===== src/rtl/clkctl_pkg.sv =====
// Shared types and constants for the front-panel clock controller.
// Optional build macro CLKCTL_RESUME_EN is consumed by clock_control.
package clkctl_pkg;

  localparam int SYNC_STAGES = 2;

  typedef enum logic [1:0] {
    IDLE     = 2'b00,
    PULSE    = 2'b01,
    WAIT_REL = 2'b10
  } state_t;

endpackage


===== src/rtl/clkctl_debounce.sv =====
// Two-flop synchroniser followed by a saturating-mismatch debouncer.
// The stable value flips only after DEBOUNCE_CYCLES consecutive disagreeing samples.
module clkctl_debounce
  import clkctl_pkg::*;
#(
  parameter int DEBOUNCE_CYCLES = 16
) (
  input  logic clk,
  input  logic rst,
  input  logic raw,
  output logic stable
);

  localparam int CW = (DEBOUNCE_CYCLES > 1) ? $clog2(DEBOUNCE_CYCLES) : 1;

  logic [SYNC_STAGES-1:0] sync_q;
  logic [CW-1:0]          cnt;
  logic                   synced;

  assign synced = sync_q[SYNC_STAGES-1];

  always_ff @(posedge clk or posedge rst) begin
    if (rst) begin
      sync_q <= '0;
      cnt    <= '0;
      stable <= 1'b0;
    end else begin
      sync_q <= {sync_q[SYNC_STAGES-2:0], raw};
      // Any sample matching the stable value restarts the qualification window
      if (synced == stable) begin
        cnt <= '0;
      end else if (cnt == CW'(DEBOUNCE_CYCLES - 1)) begin
        stable <= ~stable;
        cnt    <= '0;
      end else begin
        cnt <= cnt + 1'b1;
      end
    end
  end

endmodule


===== src/rtl/clock_control.sv =====
// Front-panel controller: debounced step button -> fixed-width push pulse, gated mode select, sticky halt.
// Define CLKCTL_RESUME_EN to let a manual-mode press clear a pending halt instead of stepping.
module clock_control
  import clkctl_pkg::*;
#(
  parameter int DEBOUNCE_CYCLES = 16,
  parameter int PULSE_CYCLES    = 4
) (
  input  logic clk,
  input  logic rst,
  input  logic btn_raw,
  input  logic mode_raw,
  input  logic hlt_req,
  output logic push,
  output logic select,
  output logic hlt,
  output logic busy
);

  localparam int PW = (PULSE_CYCLES > 1) ? $clog2(PULSE_CYCLES) : 1;

  logic          btn_db;
  logic          mode_db;
  logic          btn_d;
  logic          press;
  logic          resume;
  state_t        state;
  logic [PW-1:0] pcnt;

  clkctl_debounce #(.DEBOUNCE_CYCLES(DEBOUNCE_CYCLES)) u_btn_db (
    .clk    (clk),
    .rst    (rst),
    .raw    (btn_raw),
    .stable (btn_db)
  );

  clkctl_debounce #(.DEBOUNCE_CYCLES(DEBOUNCE_CYCLES)) u_mode_db (
    .clk    (clk),
    .rst    (rst),
    .raw    (mode_raw),
    .stable (mode_db)
  );

  assign press = btn_db & ~btn_d;

`ifdef CLKCTL_RESUME_EN
  assign resume = press && (state == IDLE) && hlt && !select;
`else
  assign resume = 1'b0;
`endif

  always_ff @(posedge clk or posedge rst) begin
    if (rst) begin
      state  <= IDLE;
      pcnt   <= '0;
      btn_d  <= 1'b0;
      push   <= 1'b0;
      select <= 1'b0;
      hlt    <= 1'b0;
      busy   <= 1'b0;
    end else begin
      btn_d <= btn_db;
      busy  <= (state != IDLE);
      push  <= 1'b0;

      // A new halt request outranks a resume press in the same cycle
      if (hlt_req) begin
        hlt <= 1'b1;
      end else if (resume) begin
        hlt <= 1'b0;
      end

      if (state == IDLE) begin
        select <= mode_db;
      end

      case (state)
        IDLE: begin
          if (press) begin
            if (select || hlt || hlt_req) begin
              state <= WAIT_REL;
            end else begin
              state <= PULSE;
              pcnt  <= PW'(PULSE_CYCLES - 1);
              push  <= 1'b1;
            end
          end
        end
        PULSE: begin
          if (pcnt == '0) begin
            state <= WAIT_REL;
          end else begin
            pcnt <= pcnt - 1'b1;
            push <= 1'b1;
          end
        end
        WAIT_REL: begin
          if (!btn_db) begin
            state <= IDLE;
          end
        end
        default: state <= IDLE;
      endcase
    end
  end

endmodule


===== config.mk =====
export PLATFORM = sky130hd
export DESIGN_NAME = clock_control
export DESIGN_NICKNAME = d
export VERILOG_FILES = /design/src/rtl/clkctl_pkg.sv /design/src/rtl/clkctl_debounce.sv /design/src/rtl/clock_control.sv
export SDC_FILE = /design/constraint.sdc
export NUM_CORES = 1
export LEC_CHECK = 0
export ABC_AREA = 1
export CORE_UTILIZATION = 40
export DETAILED_ROUTE_END_ITERATION = 7
export RECOVER_POWER = 25
export SETUP_SLACK_MARGIN = 0.1
export SLEW_MARGIN = 25
export SYNTH_ARGS = -nofsm -noshare
export SYNTH_HDL_FRONTEND = slang
export SYNTH_SLANG_ARGS = --single-unit

===== constraint.sdc =====
create_clock -name clk -period 0.9 [get_ports clk]
set_input_delay 0.18 -clock clk [delete_from_list [all_inputs] [get_ports clk]]
set_output_delay 0.18 -clock clk [all_outputs]
set_load 0.01 [all_outputs]

==> metrics.md <==
| Metric | Value |
|---|---|
| Status | `complete, but fails checks` |
| Failing checks | `setup timing` |
| Unrepaired setup endpoints after global routing | `true` |
| Htree depth | `1` |
| Ys Warns | `0` |
| CP cell instances | `inv_2 > nand2_4 > nor2_4 > nand2_2 > nand3_1 > nand2_1` |
| Worst setup margin | `-0.1599 ns` |
| CP Max Fanout | `4` |
| Initial core utilization | `42.58%` |
| Worst-Skew Late Latency | `0.31 ns` |
| Tcrit/Tclk final | `117.8%` |
| Clk buf depth | `2` |
| Worst Tran Pin Value | `between 0.5 and 0.6 ns` |
| Hold slack | `0.2857 ns` |
| P&R area growth vs syn | `35.66%` |
| Pin count of the biggest net entering global routing | `24` |
| Root Buffer | `clkbuf_4` |
| Leakage Power | `0.0006505 uW` |
| DRT antenna net count | `0` |
| Sw Ratio | `24.12%` |
| Setup crit start kind | `flip-flop` |
| Fmax | `943.5 MHz` |
| Final setup fails | `17` |
| Worst Skew | `approximately 0.016 ns` |
| Fraction of layout cells with a size suffix above 1 | `slightly below 40%` |
| Crit-path slowest cell | `dfrtp_1` |
| Slew HR | `61.47%` |
| Mapped Avg Cell Area | `9.905 um2` |
| Diode count | `0` |
| Wire per inst | `10.72 um` |
| Initial antenna violation count | `0` |
| Switching pwr | `416.7 uW` |
| Worst min path class | `input port to flip-flop` |
| Setup TNS | `-1.252 ns` |
| Crit path required time | `approximately 1.1 ns` |
| Post-synthesis sequential area ratio | `60.53%` |
| Crit-path max cell delay | `0.44 ns` |
| Sink Count | `23` |
| R2R setup slack | `-0.16 ns` |
| Via count | `between 600 and 700` |
| Worst Path Class, Setup | `flip-flop to flip-flop` |
| Chip height | `50.76 um` |
| Final WL | `1.598 mm` |
| Top Ports | `9` |
| Hold buffer count at cts | `0` |
| Synthesis-stage register bit count | `23` |
| First-pass GRT wire length | `2.677 mm` |
| Core ar. | `2233 um2` |
| Finished Core Util | `57.76%` |
| Worst VDD drop | `0.001251 V` |
| GRT Resource Usage Total | `14.29%` |
| DR iter-0 viols | `4` |
| Endpoints failing hold | `0` |
| CTS clk-pin slew, worst paths | `0.14 ns` |
| Comb pwr share | `8.3%` |
| Sequential power share | `64.2%` |
| Clock network power share | `between 20% and 30%` |
| DR DRC count | `0` |
| Most frequent cells in the layout | `21 x dfrtp_1, 15 x nand2_1, 11 x nor2_1, 11 x buf_4, 10 x inv_1` |
| Drt pass-1 iters | `2` |
| Minimum clock period | `1.060 ns` |
| Cell area after placement | `around 1200 um2` |
| Max-Cap Viols | `0` |
| Pins Over Slew Limit | `0` |
| Synth Net Count | `104` |
| Crit path DAT | `1.26 ns` |
| Commonest non-fill, non-tap cell in the layout | `dfrtp_1` |
| GPL Wtd Cong | `between 0.7 and 0.8` |
| Gr ovfl total | `0` |
| # nets final | `130` |
| Power per Cell Area | `1339 nW/um2` |
| Crit end category | `flip-flop` |
| Synth cell types | `17` |
| Die width | `50.76 um` |
| Vias in the first global route | `~640` |
| Vias per inst | `4.443` |
| Final instance area | `about 1300 um2` |
| Internal | `1311 uW` |
| FILL cells | `202` |
| Die Area | `2576 um2` |
| Port Buffers | `8` |
| Mapped Cells | `96` |
| Row count | `17` |
| Post-DP HPWL | `1.033 mm` |
| TritonCTS Buffers | `3` |
| Area of the mapped netlist | `950.9 um2` |
| CTS tree | `built` |
==> state kept, by name, summed over array words and instances (netlist names), 2 cells and up <==
register / flops
pcnt: 2
state: 2
u_mode_db.cnt: 4
u_btn_db.sync_q: 2
u_mode_db.sync_q: 2
u_btn_db.cnt: 4
==> path summary, 6_finish.rpt <==
| kind | startpoint | cells after the start | to |
|---|---|---|---|
| max | state[0] | 6 | pcnt[1] |
| min | mode_raw | 1 | u_mode_db.sync_q[0] |
| max reg2reg | state[0] | 6 | pcnt[1] |
| min reg2reg | u_btn_db.sync_q[0] | 0 | u_btn_db.sync_q[1] |
| max in group asynchronous | rst | 3 | state[1] |
| min in group asynchronous | rst | 3 | btn_d |
==> power by group through the flow <==
stage	clock, uW	combinational, uW	sequential (uW)
2_1_floorplan	0	73.0	1110
3_3_place_gp	0	128	1120
3_5_place_dp	0	131	1120
4_1_cts	498	144	1110
5_1_grt	520	167	1110
6_report	476	143	1110
==> cells in the mapped netlist <==
cell type | instances | area share [%]
nor2_2 | 2 | 1.3
nand2_4 | 1 | 1.2
a21oi_1 | 1 | 0.53
inv_2 | 2 | 0.79
nand3_1 | 10 | 5.3
nor2_4 | 1 | 1.2
nor2_1 | 13 | 5.1
o21ai_0 | 3 | 1.6
ha_1 | 3 | 3.9
and2_1 | 1 | 0.66
dfrtp_1 | 23 | 61
nand2_2 | 3 | 2.0
xor2_1 | 3 | 2.8
xnor2_1 | 2 | 1.8
nand2b_1 | 1 | 0.66
nand2_1 | 16 | 6.3
inv_1 | 11 | 4.3
==> worst max-delay path: cells and delay by family, from the launching register on <==
family	cells	cell delay, ns
buffers and inverters	1	0.12
AND/OR/NAND/NOR	5	0.37
flip-flops	1	0.44
==> logic make-up (layout without fill, tap and decap cells) <==
group	count (synthesis)	count (layout)	synth area share (%)
compound gates	4	4	2.104
xor+xnor	5	5	4.606
fa+ha+maj	3	3	3.948
buf+inv	13	38	5.132
flops	23	23	60.53
simple gates	48	48	23.69
==> cell type report <==
type	instances	area, um2	share of cell area (%)
Timing Repair Buffer	21	158.9	12.32
Inverter	13	48.80	3.783
Clock inverter	1	5.005	0.3880
Tap cell	28	35.03	2.716
Sequential cell	23	578.1	44.81
Clock buffer	3	22.52	1.746
Multi-Input combinational cell	60	441.7	34.24
==> what timing repair did <==
item | in CTS | in global routing
buffers inserted | 1 | 3
endpoints found under the setup margin | 21 | 21
pin swaps | 4 | 6
gates resized for setup | 28 | 7
==> metal layers <==
metal	track usage [%]	vias up	wire [um]
met3	3.636	2	32
met5	0	-	0
met4	5.556	0	8
li1	-	342	-
met2	23.56	5	834
met1	17.91	313	722
==> stage by stage <==
step	instances	worst slack [ns]	power, uW
after detailed placement	141	-0.2723	1249
final	149	-0.1599	1728
after global routing	149	-0.2322	1801
after CTS	146	-0.1414	1748
after global placement	141	-0.2248	1245
after floorplan	96	-0.04212	1188
Note: power is estimated with default switching activity, not from simulation.
==> RTL edit 1 (same flow settings) <==
Re-encode `state_t` (3 states) as one-hot, 3 bits wide.
--- a/src/rtl/clkctl_pkg.sv
+++ b/src/rtl/clkctl_pkg.sv
@@ -4,10 +4,10 @@
 
   localparam int SYNC_STAGES = 2;
 
-  typedef enum logic [1:0] {
-    IDLE     = 2'b00,
-    PULSE    = 2'b01,
-    WAIT_REL = 2'b10
+  typedef enum logic [2:0] {
+    IDLE     = 3'b001,
+    PULSE    = 3'b010,
+    WAIT_REL = 3'b100
   } state_t;
 
 endpackage
Check against the original RTL: no difference found for any inputs over 10 cycles, from zero or initial values and one cycle with rst high; not proved beyond that.
==> RTL edit 1 against the unedited design <==
- the flow still finishes with violations (setup timing)
- critical path depth unchanged
- critical endpoint is now pcnt[0]
- sequential cell count increased by 1
- cell area increased by 16%
- final cell count increased by 7.4%
- critical path type unchanged
- die area increased by 4.7%
- routed wire length increased by 17%
- sequential share of layout area decreased by 4.6 points
- area after synthesis increased by 4.9%
- count of clock-buffer cells in the layout unchanged
- setup slack got worse by 110 ps
- via count increased by 13%
Power is not compared: it rests on default switching activity, and its combinational part moved more than twofold at a synthesized area within 25%.
==> RTL edit 1: results (changes against the unedited design) <==
status: "complete, but fails checks"
violations_in_the_final_reports: "setup timing"
placedInstanceArea_sq_um: 1296  # +10%
timing.hold.ws_ps: 290.6  # +4.889 ps
finClkSkew_ps: 4.847  # -11.47 ps
largest_fanout_of_any_net_on_the_critical_path: 6  # +2
critPathCapture: "pcnt[0]"
met1_usage: 0.1796  # +0.0004503
layout.clock.cell_area_share: 0.03506  # +0.01372
grt_max_degree: 16  # -33%
layout_top_registers: "u_btn_db.cnt x4, u_mode_db.cnt x4, state x3"
gp_congestion: 0.9022  # +21%
setup-violations-final: 22  # +5
floorplan.die_area_sq_um: 2697  # +4.7%
nets: 141  # +8.5%
synth-compound-area-share: 0.01004  # -0.01101
fill_cells: 172  # -15%
inv_count: 16  # +3
dpl_worst_slack_ps: -355.0  # -82.69 ps
grt_util_met2: 0.2991  # +0.06359
synth.area.mux_share: 0.01129  # +0.01129
critPathArrivalTime_ps: 1420  # +160 ps
comb.multi_input.count: 59  # -1.7%
seqAreaFraction: 0.4023  # -0.04577
slew-limit-headroom: 0.7535  # +0.1388
worst_setup_path_start_kind: "flop"
finalCoreUtilization: 0.6586  # +0.08101
buffers_outside_the_clock_class: 29  # +38%
mapped_nets: 107  # +2.9%
worst_path_max_delay_cell: "sky130_fd_sc_hd__dfstp_2"
totalNegativeSetupSlack_ps: -2719  # -1468 ps
grt_first_pass_wirelength_um: 3174  # +19%
first_global_vias: 776  # +20%
placed_insts: 149  # +5.7%
post_synth_fa_ha_maj_area_fraction: 0.03764  # -0.001833
netlist_top_cells_count: "23 x sky130_fd_sc_hd__dfrtp_1, 19 x sky130_fd_sc_hd__nand2_1, 13 x sky130_fd_sc_hd__inv_1"
reg2reg_from: "state[0]"
yosys.cell_types.count: 21  # +4
sequential_cell_area_fraction_in_the_yosys_report: 0.6035  # -0.001750
drt_iter0_drc: 10  # +6
detail_route.wirelength_um: 1871  # +17%
ys_ff_latch: 24  # +4.3%
timing.final.ws_setup_ps: -265.2  # -105.3 ps
postSynthCellCount: 99  # +3.1%
buffer_area_frac: 0.1536  # +0.03041
multi_input_area_share: 0.3439  # +0.001520
dr_total_vias: 750  # +13%
routedWlPerCell_um: 11.69  # +9.0%
-- RTL edit 1: metal layers --
layer | part of all wire | up-vias
met1 | 0.40 | 376
met5 | 0 | -
met2 | 0.58 | 7
met3 | 0.023 | 0
met4 | 0 | 0
li1 | - | 367
-- RTL edit 1: worst register-to-register path, stage by stage, from the launching register on --
cell and delay [ps]:
sky130_fd_sc_hd__dfstp_2 570, sky130_fd_sc_hd__nand2_2 60, sky130_fd_sc_hd__nor2_4 170, sky130_fd_sc_hd__nand2_4 110, sky130_fd_sc_hd__nand2_4 80, sky130_fd_sc_hd__nand2_1 60
sky130_fd_sc_hd__nand2_1 70
-- RTL edit 1: timing repair --
action / in CTS / in global routing
hold endpoints to repair: 0 / 0
gates resized for setup: 33 / 13
setup endpoints to repair: 22 / 23
buffers inserted: 5 / 2
pin swaps: 12 / 7
gates cloned: 0 / 0
==> RTL edit 2 (config.mk and constraints unchanged) <==
Without the edit above. Add a define of `CLKCTL_RESUME_EN`.
--- a/src/rtl/clock_control.sv
+++ b/src/rtl/clock_control.sv
@@ -1,5 +1,7 @@
 // Front-panel controller: debounced step button -> fixed-width push pulse, gated mode select, sticky halt.
 // Define CLKCTL_RESUME_EN to let a manual-mode press clear a pending halt instead of stepping.
+`define CLKCTL_RESUME_EN
+
 module clock_control
   import clkctl_pkg::*;
 #(
Function: no difference found for any inputs over 10 cycles, from zero or initial values and one cycle with rst high; that may be too few to reach the edited logic, so the function may still have changed.
==> RTL edit 2 against the unedited design <==
- the run still ends with setup timing left
- cell area grew 6.1%
- setup slack lost 36 ps
- sequential share of layout area down 2.6 points
- total power up 0.55%
- area after synthesis rose by 1.6%
- sequential cell count did not move
- routed wire length grew 1.9%
- utilization grew 3.0 points
- critical path type unchanged
- critical endpoint unchanged
- largest cell class unchanged
- highest routed layer unchanged
==> RTL edit 2: results (changes against the unedited design) <==
status: "complete, but fails checks"
violations_in_the_final_reports: "setup timing"
reg2reg_from: "pcnt[1]"
insertedDiodeCount: 0  # unchanged
nets: 133  # +2.3%
drt_iter0_drc: 0  # -4
timing.final.ws_setup_ps: -195.7  # -35.87 ps
grt_max_degree: 24  # unchanged
synth_async_sr_flop_share: 1.000  # unchanged
yosys.cell_types.count: 20  # +3
critPathArrivalTime_ps: 1320  # +60 ps
insertion_delay_ps: 310  # about the same
min_path_type: "primary input to flop"
synth.area.mux_share: 0  # unchanged
worst_path_dominant_cell_family: "flip-flops"
mapped_nets: 103  # -0.96%
slew-limit-headroom: 0.6302  # +0.01548
netlist_top_cells_count: "23 x sky130_fd_sc_hd__dfrtp_1, 17 x sky130_fd_sc_hd__inv_1, 13 x sky130_fd_sc_hd__nand2_1"
clkTransAtPathRegs_ps: 130
firstDrtPassIters: 1  # -1
layout_top_registers: "u_btn_db.cnt x4, u_mode_db.cnt x4"
netlist_top_cells_area: "sky130_fd_sc_hd__dfrtp_1 60%, sky130_fd_sc_hd__inv_1 6.6%, sky130_fd_sc_hd__nand2_1 5.1%"
cts-buffers-inserted: 3  # unchanged
finClkSkew_ps: 7.082  # -9.232 ps
hpwlAfterDp_um: 1152  # +12%
first_global_vias: 688  # +6.8%
dr_total_vias: 675  # +2.0%
power_leakage_nw: 0.6784  # +4.3%
totalNegativeSetupSlack_ps: -1971  # -719.1 ps
gp_congestion: 0.7358  # -1.7%
post_synth_fa_ha_maj_area_fraction: 0.03886  # -0.0006136
grt_first_pass_wirelength_um: 2829  # +5.7%
place.port_buffers: 8  # unchanged
synth_xor_xnor_area_share: 0.03627  # -0.009783
fill_cells: 197  # -2.5%
ir_worst_vdd_mv: 1.014  # -19%
min-delay-start: "mode_raw"
worst_path_max_delay_cell: "sky130_fd_sc_hd__dfrtp_1"
antenna_found_initial: 0  # unchanged
detail_route.wirelength_um: 1628  # +1.9%
final_layout_size_suffix_gt1_frac: 0.4597  # +0.07125
placedInstanceArea_sq_um: 1235  # +4.8%
critPathMaxStageDelay_ps: 370  # -70 ps
largest_fanout_of_any_net_on_the_critical_path: 4  # unchanged
htree_num_levels: 1  # unchanged
worst_setup_path_start_kind: "flop"
setup-violations-final: 19  # +2
synth-warning-count: 0  # unchanged
sequential_cell_area_fraction_in_the_yosys_report: 0.5959  # -0.009408
track_usage: 0.1526  # +0.009669
maximum_root_to_sink_buffer_count: 2  # unchanged
synth-compound-area-share: 0.03238  # +0.01133
cts-root-buf: "sky130_fd_sc_hd__clkbuf_4"
==> RTL edit 2: cell types whose count changed after synthesis, moves of 2 or more <==
cell	before	now
sky130_fd_sc_hd__nand2_2	3	1
sky130_fd_sc_hd__xor2_1	3	1
sky130_fd_sc_hd__inv_1	11	17
sky130_fd_sc_hd__nand2_1	16	13
sky130_fd_sc_hd__nor2_1	13	8
sky130_fd_sc_hd__nor2_2	2	0
sky130_fd_sc_hd__nand2_4	1	3
==> RTL edit 2: cell families after synthesis <==
group           after synthesis
compound gates                6
simple gates                 41
xor+xnor                      4
fa+ha+maj                     3
flops                        23
buf+inv                      18
==> RTL edit 2: layout make-up <==
type,count,area share
Multi-Input combinational cell,54,0.3400
Clock buffer,3,0.01645
Sequential cell,23,0.4223
Inverter,18,0.04936
Clock inverter,1,0.005484
Timing Repair Buffer,25,0.1408
Tap cell,28,0.02559
==> RTL edit 2: final timing paths <==
path / end / slack, ps / cells after the start
worst max-delay path: pcnt[1] / -200 / 8
worst min-delay path: u_mode_db.sync_q[0] / 290 / 1
worst max register to register: pcnt[1] / -200 / 8
worst min register to register: u_btn_db.sync_q[1] / 370 / 0
max in group asynchronous: u_mode_db.sync_q[1] / 90 / 3
min in group asynchronous: u_mode_db.cnt[2] / 410 / 3
==> RTL edit 2: per-stage QoR <==
| stage | hold WS (ps) | cells | util | setup slack (ps) | total power [mW] |
|---|---|---|---|---|---|
| 2_1_floorplan | 181.9 | 95 | - | -130.0 | 1.185 |
| 3_3_place_gp | 333.1 | 142 | 0.5477 | -226.3 | 1.234 |
| 3_5_place_dp | 341.0 | 142 | 0.5477 | -252.7 | 1.242 |
| 4_1_cts | 163.7 | 150 | 0.5821 | -204.5 | 1.756 |
| 5_1_grt | 267.8 | 152 | 0.6071 | -282.8 | 1.830 |
| 6_report | 290.2 | 152 | 0.6071 | -195.7 | 1.737 |
==> RTL edit 2: power breakdown <==
part	internal, mW	switching (mW)	total, mW
combinational	0.0816	0.0644	0.146
sequential	1.06	0.0359	1.10
clock	0.170	0.321	0.491
==> RTL edit 2: repair_timing <==
action                                  in CTS  in global routing
endpoints found under the setup margin      22                 22
pin swaps                                    4                  6
buffers inserted                             4                  2
hold endpoints to repair                     0                  0
hold buffers                                 0                  0
gates resized for setup                     26                 12
==> RTL edit 2: routing by layer <==
metal	track usage	up-vias	part of all wire
met2	0.2544	11	0.48
met1	0.1744	309	0.47
li1	-	351	-
met4	0.09722	0	0.020
met3	0.03571	4	0.028
met5	0	-	0
